--- src/rtl/sfx_sequencer.sv ---
// Sound-effect sequencer: plays jump, milestone and game-over tone sequences
// as a square wave, with priority preemption and per-tone durations counted
// in 60 Hz frame ticks.
module sfx_sequencer #(
  parameter int HP_JUMP  = 14000,
  parameter int HP_MS_A  = 9500,
  parameter int HP_MS_B  = 7100,
  parameter int HP_GO1   = 19000,
  parameter int HP_GO2   = 25000,
  parameter int HP_GO3   = 38000,
  parameter int DUR_JUMP = 6,
  parameter int DUR_MS   = 4,
  parameter int DUR_GO   = 10
) (
  input  logic clk,
  input  logic rst,
  input  logic i_tick_60hz,
  input  logic i_jump_pulse,
  input  logic i_milestone_pulse,
  input  logic i_game_over_pulse,
  input  logic i_mute,
  output logic o_sound,
  output logic o_busy
);

  localparam int unsigned HP_W   = 16;
  localparam int unsigned TICK_W = 4;
  localparam int unsigned PRIO_W = 2;

  typedef enum logic [2:0] {
    S_IDLE,
    S_JUMP,
    S_MS_A,
    S_MS_B,
    S_GO_1,
    S_GO_2,
    S_GO_3
  } state_e;

  state_e              state_q, state_d;
  logic [HP_W-1:0]     hp_cnt_q, hp_cnt_d;
  logic [TICK_W-1:0]   tick_cnt_q, tick_cnt_d;
  logic                phase_q, phase_d;
  logic                sound_q, sound_d;

  logic                entry;
  logic [PRIO_W-1:0]   req_prio;
  logic [PRIO_W-1:0]   cur_prio;
  state_e              req_state;
  logic [TICK_W-1:0]   dur_lim;
  logic [HP_W-1:0]     hp_lim;

  // State and datapath registers with synchronous reset
  always_ff @(posedge clk) begin
    if (rst) begin
      state_q    <= S_IDLE;
      hp_cnt_q   <= '0;
      tick_cnt_q <= '0;
      phase_q    <= 1'b0;
      sound_q    <= 1'b0;
    end else begin
      state_q    <= state_d;
      hp_cnt_q   <= hp_cnt_d;
      tick_cnt_q <= tick_cnt_d;
      phase_q    <= phase_d;
      sound_q    <= sound_d;
    end
  end

  // Next state: accepted request wins over duration-expiry advance
  always_comb begin
    state_d   = state_q;
    entry     = 1'b0;
    req_prio  = '0;
    req_state = S_IDLE;
    cur_prio  = '0;
    dur_lim   = '0;

    if (i_game_over_pulse) begin
      req_prio  = PRIO_W'(3);
      req_state = S_GO_1;
    end else if (i_milestone_pulse) begin
      req_prio  = PRIO_W'(2);
      req_state = S_MS_A;
    end else if (i_jump_pulse) begin
      req_prio  = PRIO_W'(1);
      req_state = S_JUMP;
    end

    case (state_q)
      S_JUMP:                 begin cur_prio = PRIO_W'(1); dur_lim = TICK_W'(DUR_JUMP); end
      S_MS_A, S_MS_B:         begin cur_prio = PRIO_W'(2); dur_lim = TICK_W'(DUR_MS);   end
      S_GO_1, S_GO_2, S_GO_3: begin cur_prio = PRIO_W'(3); dur_lim = TICK_W'(DUR_GO);   end
      default:                begin cur_prio = '0;         dur_lim = '0;                end
    endcase

    if ((req_prio != '0) && (req_prio >= cur_prio)) begin
      state_d = req_state;
      entry   = 1'b1;
    end else if ((state_q != S_IDLE) && i_tick_60hz && (tick_cnt_q == dur_lim)) begin
      entry = 1'b1;
      case (state_q)
        S_MS_A:  state_d = S_MS_B;
        S_GO_1:  state_d = S_GO_2;
        S_GO_2:  state_d = S_GO_3;
        default: state_d = S_IDLE;
      endcase
    end
  end

  // Counters, square-wave phase and registered sound output
  always_comb begin
    hp_cnt_d   = hp_cnt_q;
    tick_cnt_d = tick_cnt_q;
    phase_d    = phase_q;
    sound_d    = phase_q & ~i_mute & (state_q != S_IDLE);

    case (state_q)
      S_JUMP:  hp_lim = HP_W'(HP_JUMP - 1);
      S_MS_A:  hp_lim = HP_W'(HP_MS_A - 1);
      S_MS_B:  hp_lim = HP_W'(HP_MS_B - 1);
      S_GO_1:  hp_lim = HP_W'(HP_GO1 - 1);
      S_GO_2:  hp_lim = HP_W'(HP_GO2 - 1);
      S_GO_3:  hp_lim = HP_W'(HP_GO3 - 1);
      default: hp_lim = '0;
    endcase

    if (entry || (state_q == S_IDLE)) begin
      hp_cnt_d   = '0;
      tick_cnt_d = '0;
      phase_d    = 1'b0;
    end else begin
      if (hp_cnt_q == hp_lim) begin
        hp_cnt_d = '0;
        phase_d  = ~phase_q;
      end else begin
        hp_cnt_d = hp_cnt_q + HP_W'(1);
      end
      if (i_tick_60hz) begin
        tick_cnt_d = tick_cnt_q + TICK_W'(1);
      end
    end
  end

  assign o_sound = sound_q;
  assign o_busy  = (state_q != S_IDLE);

endmodule

--- config.mk ---
export PLATFORM = sky130hd
export DESIGN_NAME = sfx_sequencer
export DESIGN_NICKNAME = d
export VERILOG_FILES = /design/src/rtl/sfx_sequencer.sv
export SDC_FILE = /design/constraint.sdc
export NUM_CORES = 1
export LEC_CHECK = 0
export ABC_AREA = 1
export BUFFER_PORTS_ARGS = -buffer_cell sky130_fd_sc_hd__buf_4
export CAP_MARGIN = 30
export CELL_PAD_IN_SITES_DETAIL_PLACEMENT = 1
export CELL_PAD_IN_SITES_GLOBAL_PLACEMENT = 2
export CORE_ASPECT_RATIO = 1.25
export CORE_MARGIN = 1.5
export CORE_UTILIZATION = 30
export CTS_BUF_LIST = sky130_fd_sc_hd__clkbuf_2 sky130_fd_sc_hd__clkbuf_4 sky130_fd_sc_hd__clkbuf_8
export CTS_CLUSTER_SIZE = 40
export DETAILED_ROUTE_END_ITERATION = 8
export PLACE_DENSITY_LB_ADDON = 0.08
export SLEW_MARGIN = 15
export SYNTH_ARGS = -nofsm -noshare
export SYNTH_HDL_FRONTEND = slang
export SYNTH_SLANG_ARGS = --single-unit
--- constraint.sdc ---
create_clock -name clk -period 2.45 [get_ports clk]
set_clock_uncertainty 0.15 [all_clocks]
set_input_delay 0.49 -clock clk [delete_from_list [all_inputs] [get_ports clk]]
set_output_delay 0.49 -clock clk [all_outputs]
set_load 0.01 [all_outputs]
=== Yosys cells after proc, flatten, opt, wreduce, memory -nomap -nowiden ===
Cells that the tools add are included.

* Bits of input ports: 7
* Output and inout bits: 2
* Register bits after elaboration: 25
* Logic and storage cells: 46

* Muxes and demuxes: 14
* Bitwise gates (word level): 4
* Add/sub/neg operators: 2
* Reductions and logical operators: 12
* Eq/ne operators: 8
* Order comparisons: 1

{| class="wikitable"
|+ Operator list
! kind !! number
|-
| 16-bit case mux with 6 select lines || 1
|-
| 16-bit by 1-bit adder with 16-bit output, second input constant || 1
|-
| 16-bit == test || 1
|-
| 4-bit case mux with 3 select lines || 1
|-
| 3-bit == test, second input constant || 3
|-
| 3-bit two-way mux || 3
|-
| 3-bit case mux with 3 select lines || 1
|-
| 3-bit by 2-bit == test with 1-bit output, second input constant || 2
|-
| 2-bit two-way mux || 3
|-
| 2-bit case mux with 3 select lines || 1
|-
| 3-bit OR reduction || 2
|-
| 4-bit by 1-bit adder with 4-bit output, second input constant || 1
|-
| 4-bit == test || 1
|-
| 1-bit two-way mux || 4
|-
| 2-bit nonzero test || 2
|-
| 2-bit OR reduction || 2
|-
| 3-bit by 1-bit == test with 1-bit output, second input constant || 1
|-
| 1-bit logical AND || 3
|-
| 3-bit logical NOT || 1
|-
| 3-bit nonzero test || 1
|-
| 1-bit bitwise AND || 2
|-
| 2-bit greater-or-equal comparator || 1
|-
| 1-bit inverter || 2
|-
| 1-bit logical OR || 1
|}

=== Logic depth before layout (Yosys ltp) ===
* Depth in word-level cells: 9
* Depth in mapped cells: 14
* Mapped depth without buffers: 12

=== Least setup slack after synthesis ===
OpenSTA, ideal clock, no wires.

* Kind: reg2reg
* Start: reg state_q[2]
* End: reg hp_cnt_q[10]
* Path slack: 0.406 ns
* Required time: 2.238 ns
* Cell stages (with the launch flop): 14
* Library setup time: 0.062 ns
* Data arrival time: 1.832 ns
* Path buffers: 1
* Period minus slack after synthesis: 2.044 ns
* Cells stage by stage: dfxtp_1 > inv_2 > nand2_1 > nand2_1 > a21oi_1 > ha_1 > o21ai_0 > nand2_1 > o21ai_2 > nand2_2 > nor2_4 > nand2_4 > buf_12 > nor2_2

* Longest elaborated chain between the ends: 9
* Elaborated cells between the ends (all ways): 23
* Classes of those cells: order compare (1); eq/ne (8); mux (5); reduce/logical (9)

{| class="wikitable"
|+ RTL lines
! item !! RTL line !! RTL
|-
| from (decl) || 40 || <nowiki>state_e state_q, state_d;</nowiki>
|-
| from (signal assigned) || 62 || <nowiki>state_q <= state_d;</nowiki>
|-
| 3-bit == test or 3-bit by 2-bit == test with 1-bit output (tied branches) || 90, 118 ||
|-
| 3-bit OR reduction or 2-bit OR reduction (tied branches) || 90 || <nowiki>case (state_q)</nowiki>
|-
| 4-bit case mux with 3 select lines || 90 ||
|-
| 4-bit == test || 100 || <nowiki>end else if ((state_q != S_IDLE) && i_tick_60hz && (tick_cnt_q == dur_lim)) begin</nowiki>
|-
| 1-bit logical AND || 100 ||
|-
| 1-bit two-way mux || 100 ||
|-
| 1-bit two-way mux || 97 || <nowiki>if ((req_prio != '0) && (req_prio >= cur_prio)) begin</nowiki>
|-
| 1-bit logical OR || 128 || <nowiki>if (entry || (state_q == S_IDLE)) begin</nowiki>
|-
| 3-bit OR reduction (no source line) (*) || - ||
|-
| to (signal assigned) || 63 || <nowiki>hp_cnt_q <= hp_cnt_d;</nowiki>
|-
| to (decl) || 41 || <nowiki>logic [HP_W-1:0] hp_cnt_q, hp_cnt_d;</nowiki>
|}

Mark *: on every way between the ends. The rest lies on a longest branch, timed or not.
A chain may end at the register's enable or synchronous reset.

=== Worst setup path in the final report ===
* Start: reg state_q[0]
* End: reg hp_cnt_q[11]

The elaborated chain is that of the path after synthesis.

==> metrics.txt <==
status completed; # fillers 735; delay-heaviest family, CP simple AND/OR/NAND/NOR gates; Static Leak between 0.0008 and 0.0009 uW; vias per inst between 4 and 5; CTS HTree Levels 1; total gr overflow 0; r2r setup slk 0.28 ns; Hold Fails Final Rpt 0; crit path capture type flip-flop; total iterations of the first detailed-routing run 4; Tot GR Track Use 0.163; count leader, synth nand2_1; Total Power 2110 uW; Setup Buffers After CTS 0; max frequency around 460 MHz; Post-Place Worst Slack approximately 0.16 ns; chip width about 72 microns; slowest CP cell dfxtp_2; Top FF cell, synth dfxtp_1; Mapped Nets 271; Iteration-0 DRC Markers 34; flops & latches, synth 25; max_slew headroom 0.773; largest net degree at the start of global routing 17; core footprint 5780 sq um; Hold Crit Class input pin to flip-flop; Tcrit/Tclk final 0.884; CP max FO 16; GP Congestion 0.788; antenna cells 0; max_cap viols 0; crit path cell chain inv_6, nand2_2, nand2_4, ha_1, o21ai_0, nand2_1, o21ai_2, nand2_2, nor2_4, nand2_8, nor2_1; Cell Count, Final, Fillers Out roughly 340; minimum clock period between 2 and 2.5 ns; syn avg cell area just under 7 sq um; hold buffer count at CTS 0; asr flop ratio synth 0; Distinct cells, synth 32; die area around 6400 sq um; main area contributors after synthesis dfxtp_1 (28%), nand2_1 (13%), inv_1 (7.3%), nand3_1 (7.3%), xor2_1 (6.9%); Antenna Nets Post-Route 0; PwrDens around 1100 nW/um^2; Max Buffers Root-to-Sink 2; initial antenna violation count 0; Synth-to-Final Area Change 10.4%; post-synthesis sequential area ratio 0.280; Die Span Y 89.3 microns; Routed WL 4.65 mm; Final HPWL DP between 3 and 4 mm; cell mode on critical path nand2_2; RSZ-0062 raised after global routing false; Synth area leader dfxtp_1; wire length of the first global-routing pass approximately 8.1 mm; Arr. time, crit path around 2.2 ns; synth cell count leaders nand2_1 (61), inv_1 (35), nor2_1 (31); io pins 9; Ys Warns 0; Setup-failing EPs final 0; clk_lat worst skew 0.28 ns; Inst Count DP around 340; Post-synth EDFFs 0; Crit path buffers/inverters 1; critical path type flip-flop to flip-flop; area share of the largest cell type after synthesis 0.280; DR DRC count 0; # port buffers 8; vias ~1600; clock sinks 25; cell row count 31; PnR worst setup slack around 0.28 ns; Final Slew Violations 0; launching element type of the critical path flip-flop; clk root buf clkbuf_8; clock buffer count from CTS 3; worst stage delay on the critical path 0.41 ns; drt wl/cell 13.7 microns; share of cells above drive strength 1 0.198; Initial Utilization 0.309; peak supply drop between 0.2 and 0.25 mV; post-synthesis cell area ~1800 sq um; Worst-path clk slew approximately 0.1 ns; Final #Nets approximately 290; Cells after Synth 260; worst slew pin tran 0.340 ns; WHS 0.208 ns; setup TNS 0 ns; CTS tree done; required time of the critical path 2.52 ns; vias in the first global route between 1500 and 2000
## registers in the layout, indices dropped and copies added (netlist names)
signal and count:
hp_cnt_q 16, tick_cnt_q 4, state_q 3, o_sound 1, phase_q 1
## worst register-to-register path: stages (launching register included)
cell	delay (ns)
dfxtp_2	0.41
inv_6	0.07
nand2_2	0.12
nand2_4	0.08
ha_1	0.27
o21ai_0	0.15
nand2_1	0.12
o21ai_2	0.13
nand2_2	0.15
nor2_4	0.21
nand2_8	0.14
nor2_1	0.12
## through the flow
| stage | area [sq um] | utilization |
|---|---|---|
| after floorplan | 1790 | - |
| after global placement | 1910 | 0.331 |
| after detailed placement | 1910 | 0.331 |
| after CTS | 1960 | 0.340 |
| after global routing | 1970 | 0.342 |
| final | 1970 | 0.342 |
## layer usage
metal  wire length, microns  vias up  track usage
met5                      0        -            0
met4                     74        0       0.0532
met3                     64        6       0.0180
met2                   2450       12        0.302
met1                   2060      737        0.196
li1                       -      838            -
## path summary, 6_finish.rpt
check         startpoint           end  cells past startpoint
max reg2reg   state_q[0]  hp_cnt_q[11]                     11
min reg2reg  hp_cnt_q[0]   hp_cnt_q[0]                      1
min               i_mute       o_sound                      2
max           state_q[0]  hp_cnt_q[11]                     11
## cells by family after synthesis
logic type,Yosys count,synth area share
simple gates,157,0.434
buf+inv,43,0.119
flops,25,0.280
xor+xnor,19,0.0973
compound gates,11,0.0364
fa+ha+maj,4,0.0280
mux,1,0.00560
## power breakdown
group | internal, uW | leakage (uW) | switching [uW]
Combinational | 471 | 0.000609 | 873
Sequential | 445 | 0.000203 | 56.1
Clock | 116 | 0.0000217 | 145
Total | 1030 | 0.000834 | 1070
## layout by cell type (no fill, tap or decap), drive strengths merged, types with 6 or more instances in the layout
master  count
nand3      30
dfxtp      25
nor2       44
o21ai       6
nand4       9
inv        37
buf        15
nand2      70
xor2       15
## repair_timing
item,4_1_cts,5_1_grt
gates resized for setup,0,4
endpoints found under the setup margin,0,19
hold endpoints to repair,0,0
## final cells by class
type	instances	area, sq um	area share
sequential	25	503	0.255
tap	66	82.6	0.0418
inverter	37	144	0.0729
clock inverter	1	7.51	0.00380
clock buffer	3	41.3	0.0209
timing repair buffer	15	113	0.0570
multi-input combinational	192	1080	0.549
(Power assumes the default switching activity.)
